**src/rtl/ifetch_pkg.sv**
```systemverilog
// Shared definitions for the instruction-fetch sequencer: state codes,
// datapath strobe bundle and the state-to-strobe decode.
package ifetch_pkg;

  localparam int unsigned STATE_W         = 4;
  localparam int unsigned MFC_TIMEOUT_DEF = 16;

  typedef logic [STATE_W-1:0] state_t;

  localparam logic [3:0] S_IDLE     = 4'd0;
  localparam logic [3:0] S_PC_OUT   = 4'd1;
  localparam logic [3:0] S_MAR_LD   = 4'd2;
  localparam logic [3:0] S_MEM_REQ  = 4'd3;
  localparam logic [3:0] S_WAIT_MFC = 4'd4;
  localparam logic [3:0] S_MDR_LD   = 4'd5;
  localparam logic [3:0] S_MDR_DRV  = 4'd6;
  localparam logic [3:0] S_IR_LD    = 4'd7;
  localparam logic [3:0] S_NEXT     = 4'd8;
  localparam logic [3:0] S_DONE     = 4'd9;
  localparam logic [3:0] S_ERR      = 4'd10;

  typedef struct packed {
    logic pc_out;
    logic mar_en;
    logic mem_en;
    logic mem_rw;
    logic mdr_en_read;
    logic mdr_out;
    logic ir_en;
    logic pc_inc;
    logic busy;
    logic fetch_done;
    logic fetch_err;
  } ctrl_t;

  // Moore decode: every control output is a pure function of the state
  function automatic ctrl_t ctrl_decode(input state_t s);
    ctrl_t c;
    c = '0;
    case (s)
      S_PC_OUT:   c.pc_out = 1'b1;
      S_MAR_LD:   begin c.pc_out = 1'b1; c.mar_en = 1'b1; end
      S_MEM_REQ:  c.mem_en = 1'b1;
      S_WAIT_MFC: begin c.mem_en = 1'b1; c.mem_rw = 1'b1; end
      S_MDR_LD:   begin c.mem_en = 1'b1; c.mem_rw = 1'b1; c.mdr_en_read = 1'b1; end
      S_MDR_DRV:  begin c.mem_rw = 1'b1; c.mdr_out = 1'b1; end
      S_IR_LD:    begin c.mem_rw = 1'b1; c.mdr_out = 1'b1; c.ir_en = 1'b1; end
      S_NEXT:     c.pc_inc = 1'b1;
      S_DONE:     c.fetch_done = 1'b1;
      S_ERR:      c.fetch_err = 1'b1;
      default:    c = '0;
    endcase
    c.busy = (s != S_IDLE) && (s != S_DONE) && (s != S_ERR);
    return c;
  endfunction

endpackage

```
**src/rtl/ifetch_wdog.sv**
```systemverilog
// Memory-wait watchdog: counts WAIT_MFC cycles and flags the cycle in which
// the LIMIT-th wait cycle is reached. Used only when IFETCH_TIMEOUT_EN is set.
module ifetch_wdog
  import ifetch_pkg::*;
#(
  parameter int unsigned LIMIT = MFC_TIMEOUT_DEF
) (
  input  logic clk,
  input  logic rst_n,
  input  logic clear,
  input  logic enable,
  output logic expired
);

  localparam int unsigned CNT_W = 8;

  logic [CNT_W-1:0] cnt;

  // expired is registered one cycle early so it is high during wait cycle LIMIT
  always_ff @(posedge clk or negedge rst_n) begin
    if (!rst_n) begin
      cnt     <= '0;
      expired <= 1'b0;
    end else begin
      expired <= enable && (cnt == CNT_W'(LIMIT - 2));
      if (clear)
        cnt <= '0;
      else if (enable)
        cnt <= cnt + CNT_W'(1);
    end
  end

endmodule

```
**src/rtl/ifetch_seq.sv**
```systemverilog
// Multi-word instruction-fetch control sequencer (Moore FSM, registered strobes).
// Define IFETCH_TIMEOUT_EN to add the memory-wait watchdog and the ERR exit.
module ifetch_seq
  import ifetch_pkg::*;
#(
  parameter int unsigned WORDS_PER_INSTR = 1,
  parameter int unsigned MFC_TIMEOUT     = MFC_TIMEOUT_DEF,
  parameter int unsigned IDX_W           = 2
) (
  input  logic             clk,
  input  logic             rst_n,
  input  logic             start,
  input  logic             abort,
  input  logic             MFC,
  output logic             PC_Out,
  output logic             MAR_EN,
  output logic             mem_EN,
  output logic             mem_RW,
  output logic             MDR_EN_read,
  output logic             MDR_out,
  output logic             IR_EN,
  output logic             pc_inc,
  output logic [IDX_W-1:0] word_idx,
  output logic             busy,
  output logic             fetch_done,
  output logic             fetch_err
);

  localparam logic [IDX_W-1:0] LAST_IDX = IDX_W'(WORDS_PER_INSTR - 1);

  if (WORDS_PER_INSTR == 0 || WORDS_PER_INSTR > 4 || (32'd1 << IDX_W) < WORDS_PER_INSTR ||
      MFC_TIMEOUT < 2 || MFC_TIMEOUT > 255) begin : g_bad_cfg
    $error("ifetch_seq: illegal parameter set");
  end

  state_t           state_q, state_d;
  logic [IDX_W-1:0] idx_q, idx_d;
  ctrl_t            ctrl_q, ctrl_d;
  logic             wdog_expired;

`ifdef IFETCH_TIMEOUT_EN
  ifetch_wdog #(.LIMIT(MFC_TIMEOUT)) u_wdog (
    .clk     (clk),
    .rst_n   (rst_n),
    .clear   (state_q == S_MEM_REQ),
    .enable  (state_q == S_WAIT_MFC),
    .expired (wdog_expired)
  );
`else
  assign wdog_expired = 1'b0;
`endif

  always_ff @(posedge clk or negedge rst_n) begin
    if (!rst_n) begin
      state_q <= S_IDLE;
      idx_q   <= '0;
      ctrl_q  <= '0;
    end else begin
      state_q <= state_d;
      idx_q   <= idx_d;
      ctrl_q  <= ctrl_d;
    end
  end

  // Next state; strobes are the decode of the next state so they register
  // alongside it and follow the state with no extra latency.
  always_comb begin
    state_d = state_q;
    idx_d   = idx_q;
    if (abort) begin
      state_d = S_IDLE;
    end else begin
      case (state_q)
        S_IDLE, S_DONE, S_ERR: begin
          if (start) begin
            state_d = S_PC_OUT;
            idx_d   = '0;
          end else if (state_q == S_DONE) begin
            state_d = S_IDLE;
          end
        end
        S_PC_OUT:   state_d = S_MAR_LD;
        S_MAR_LD:   state_d = S_MEM_REQ;
        S_MEM_REQ:  state_d = S_WAIT_MFC;
        S_WAIT_MFC: begin
          if (MFC)
            state_d = S_MDR_LD;
          else if (wdog_expired)
            state_d = S_ERR;
        end
        S_MDR_LD:   state_d = S_MDR_DRV;
        S_MDR_DRV:  state_d = S_IR_LD;
        S_IR_LD:    state_d = S_NEXT;
        S_NEXT: begin
          if (idx_q < LAST_IDX) begin
            idx_d   = idx_q + IDX_W'(1);
            state_d = S_PC_OUT;
          end else begin
            state_d = S_DONE;
          end
        end
        default:    state_d = S_IDLE;
      endcase
    end
    ctrl_d = ctrl_decode(state_d);
`ifndef IFETCH_TIMEOUT_EN
    ctrl_d.fetch_err = 1'b0;
`endif
  end

  assign PC_Out      = ctrl_q.pc_out;
  assign MAR_EN      = ctrl_q.mar_en;
  assign mem_EN      = ctrl_q.mem_en;
  assign mem_RW      = ctrl_q.mem_rw;
  assign MDR_EN_read = ctrl_q.mdr_en_read;
  assign MDR_out     = ctrl_q.mdr_out;
  assign IR_EN       = ctrl_q.ir_en;
  assign pc_inc      = ctrl_q.pc_inc;
  assign busy        = ctrl_q.busy;
  assign fetch_done  = ctrl_q.fetch_done;
  assign fetch_err   = ctrl_q.fetch_err;
  assign word_idx    = idx_q;

endmodule
```
**config.mk**
```make
export PLATFORM = sky130hd
export DESIGN_NAME = ifetch_seq
export DESIGN_NICKNAME = d
export VERILOG_FILES = /design/src/rtl/ifetch_pkg.sv /design/src/rtl/ifetch_wdog.sv /design/src/rtl/ifetch_seq.sv
export SDC_FILE = /design/constraint.sdc
export NUM_CORES = 1
export LEC_CHECK = 0
export BUFFER_PORTS_ARGS = -buffer_cell sky130_fd_sc_hd__buf_2
export CAP_MARGIN = 30
export CORE_MARGIN = 2
export CORE_UTILIZATION = 44
export DETAILED_ROUTE_END_ITERATION = 6
export MAX_ROUTING_LAYER = met4
export PLACE_DENSITY = 0.77
export REMOVE_ABC_BUFFERS = 1
export SYNTH_ARGS = -nofsm -noshare
export SYNTH_HDL_FRONTEND = slang
export SYNTH_SLANG_ARGS = --single-unit
```
**constraint.sdc**
```tcl
create_clock -name clk -period 1.3 [get_ports clk]
set_clock_uncertainty 0.1 [all_clocks]
set_input_delay 0.195 -clock clk [delete_from_list [all_inputs] [get_ports clk]]
set_output_delay 0.195 -clock clk [all_outputs]
set_load 0.005 [all_outputs]
```
==> impl_metrics.ini <==
[sta]
setup_tns_ns = -0.209
fmax_ghz = 0.711
finalWorstSetupSlack_ns = -0.106
min_period_ns = 1.41
setup_viol = 3
hold_viol_final = 0
rsz0062_at_grt = true
holdWs_ns = 0.119
post-route-period-util_pct = 108
finalMaxSlewViolations = 0

[layout]
largest_reg_flops = 4
final_cell_mix = 14 x buf_2, 13 x dfrtp_1, 10 x buf_4
mostFrequentLayoutCell = buf_2
regArea_um2 = 352
utilization_pct = 61.3
final_nets = 97
multiInputGateArea_um2 = 309
drive_gt1_share_pct = 44.0
largest-register = state_q
syn_to_final_growth_pct = 34.1
fillerInstances = 122
diodes = 0

[cts]
clock_sinks = 14
clockBufferDepth = 2
tritoncts = done
cts-root-buf = clkbuf_4
clk_pin_slew_ns = 0.09
h-tree-depth = 1
cts_made_buffers = 3
clk_latency_ns = 0.28

[critical_path]
critPathRequiredTime_ns = 1.41
cp-end-kind = register
cp-start-kind = register
reg2reg_depth = 4
path_class = reg -> reg
cp.arrival_ns = 1.51
crit_path_max_fanout = 5

[floorplanning]
die_y_um = 42.9
start_util_pct = 45.7
die_x_um = 42.9
coreArea_um2 = 1450
io_pins = 18
die-area_um2 = 1840
rows = 14

[global_routing]
overflow = 0
grt_max_degree = 15
grt_use_total_pct = 18.0
antenna_found_initial = 0
grt_pass1_vias = 557
grt_first_pass_wirelength_um = 2390

[synthesis]
synth_cells = 67
yosys_warnings = 0
syn-mean-instance-area_um2 = 9.92
synth_area_um2 = 664
ys_types = 29
yosys_register_bits = 14
yosysTopAreaCellShare_pct = 52.7
synthTopCellsByArea = dfrtp_1 53%, nor2_1 4.5%, buf_4 3.4%
seq_area_frac_synth_pct = 52.7
yosysTopAreaCell = dfrtp_1

[status]
violations = setup timing
status = complete, but fails checks

[power_and_ir_drop]
powerDensity_nw_per_um2 = 1310
p_leak_nw = 0.463
finalPower_mw = 1.16
max-vdd-ir-drop_mv = 0.494

[route]
drtPass1Iterations = 4
vias_per_cell = 5.25
routed_wirelength_um = 1450
drt_iter0_markers = 20
detail_route.wl_per_cell_um = 13.6
drc = 0
ant_nets = 0
vias = 562

[place]
place_congestion = 0.873
portBuffers = 14
hpwl_um = 1060

[worst_hold_path]
hold_depth = 2
hp-class = in -> reg

[job]
drv_cap = 0
[report_power, final]
group          switching, mW  internal (mW)
Combinational          0.181          0.171
Clock                  0.137          0.170
Sequential            0.0243          0.480
Total                  0.343          0.821
[metrics by stage]
stage / setup WS, ns / instances / cell area [µm²]
4_1_cts: -0.114 / 106 / 865
2_1_floorplan: -0.235 / 61 / 628
6_report: -0.106 / 107 / 891
3_3_place_gp: -0.0941 / 99 / 778
5_1_grt: -0.156 / 107 / 891
3_5_place_dp: -0.132 / 99 / 778
[cell families after synthesis]
kind of cell / Yosys count / synth area share (%)
buffers and inverters: 10 / 7.72
AO/OA/AOI/OAI: 12 / 13.4
adder cells (fa/ha/maj): 1 / 1.69
flip-flops: 14 / 52.7
other: 1 / 0.564
AND/OR/NAND/NOR: 27 / 21.3
XOR/XNOR: 2 / 2.64
[cell usage after synthesis]
master and instances:
a221oi_1 1, nor2_1 8, o311a_1 1, o21bai_1 1
a21oi_1 3, nand2_1 4, buf_4 3, maj3_2 1
a2111oi_0 1, dfrtp_1 14, buf_2 2, and3_1 1
o21ai_0 1, clkbuf_1 3, nor2b_1 1, nor3_1 4
a31oi_1 1, nand2b_1 3, clkinv_1 1, inv_2 1
nand3_1 2, nor3_2 1, o32a_2 1, conb_1 1
nand3b_1 1, a21boi_0 1, and3b_1 2, o22a_1 1
xor2_1 2
[path summary, 6_finish.rpt]
| path | start | slack (ns) | to |
|---|---|---|---|
| worst max-delay path | state_q[1] | -0.11 | MDR_EN_read |
| worst min-delay path | abort | 0.12 | fetch_done |
| worst max register to register | state_q[1] | -0.11 | MDR_EN_read |
| worst min register to register | state_q[2] | 0.65 | busy |
| max in group asynchronous | rst_n | 0.61 | state_q[2] |
| min in group asynchronous | rst_n | 0.22 | state_q[0] |
[final cells by class]
cell class | count | share of cell area (%)
Timing Repair Buffer | 26 | 18.7
Multi-Input combinational cell | 45 | 34.7
Sequential cell | 14 | 39.5
Clock buffer | 4 | 4.07
Tap cell | 16 | 2.25
Inverter | 2 | 0.843
[routing by layer]
| metal | share of wire, % | GRT usage, % | wire length, µm | up-vias |
|---|---|---|---|---|
| li1 | - | - | - | 271 |
| met1 | 43 | 21.0 | 617 | 270 |
| met2 | 52 | 29.7 | 754 | 19 |
| met3 | 3.9 | 2.55 | 57 | 2 |
| met4 | 1.4 | 9.38 | 21 | 0 |
| met5 | 0 | - | 0 | - |
[worst max-delay path, stage by stage, from the launching register on]
cell      delay [ns]
dfrtp_1         0.38
nand2b_4        0.14
maj3_2          0.29
o32a_4          0.21
and3b_1         0.22
[what timing repair did]
action	4_1_cts	5_1_grt
hold buffers	1	0
endpoints found under the hold margin	14	0
gates resized for setup	4	6
endpoints found under the setup margin	7	9
pin swaps	2	2
buffers inserted	2	1
No activity file was read; power rests on OpenSTA's default activity.
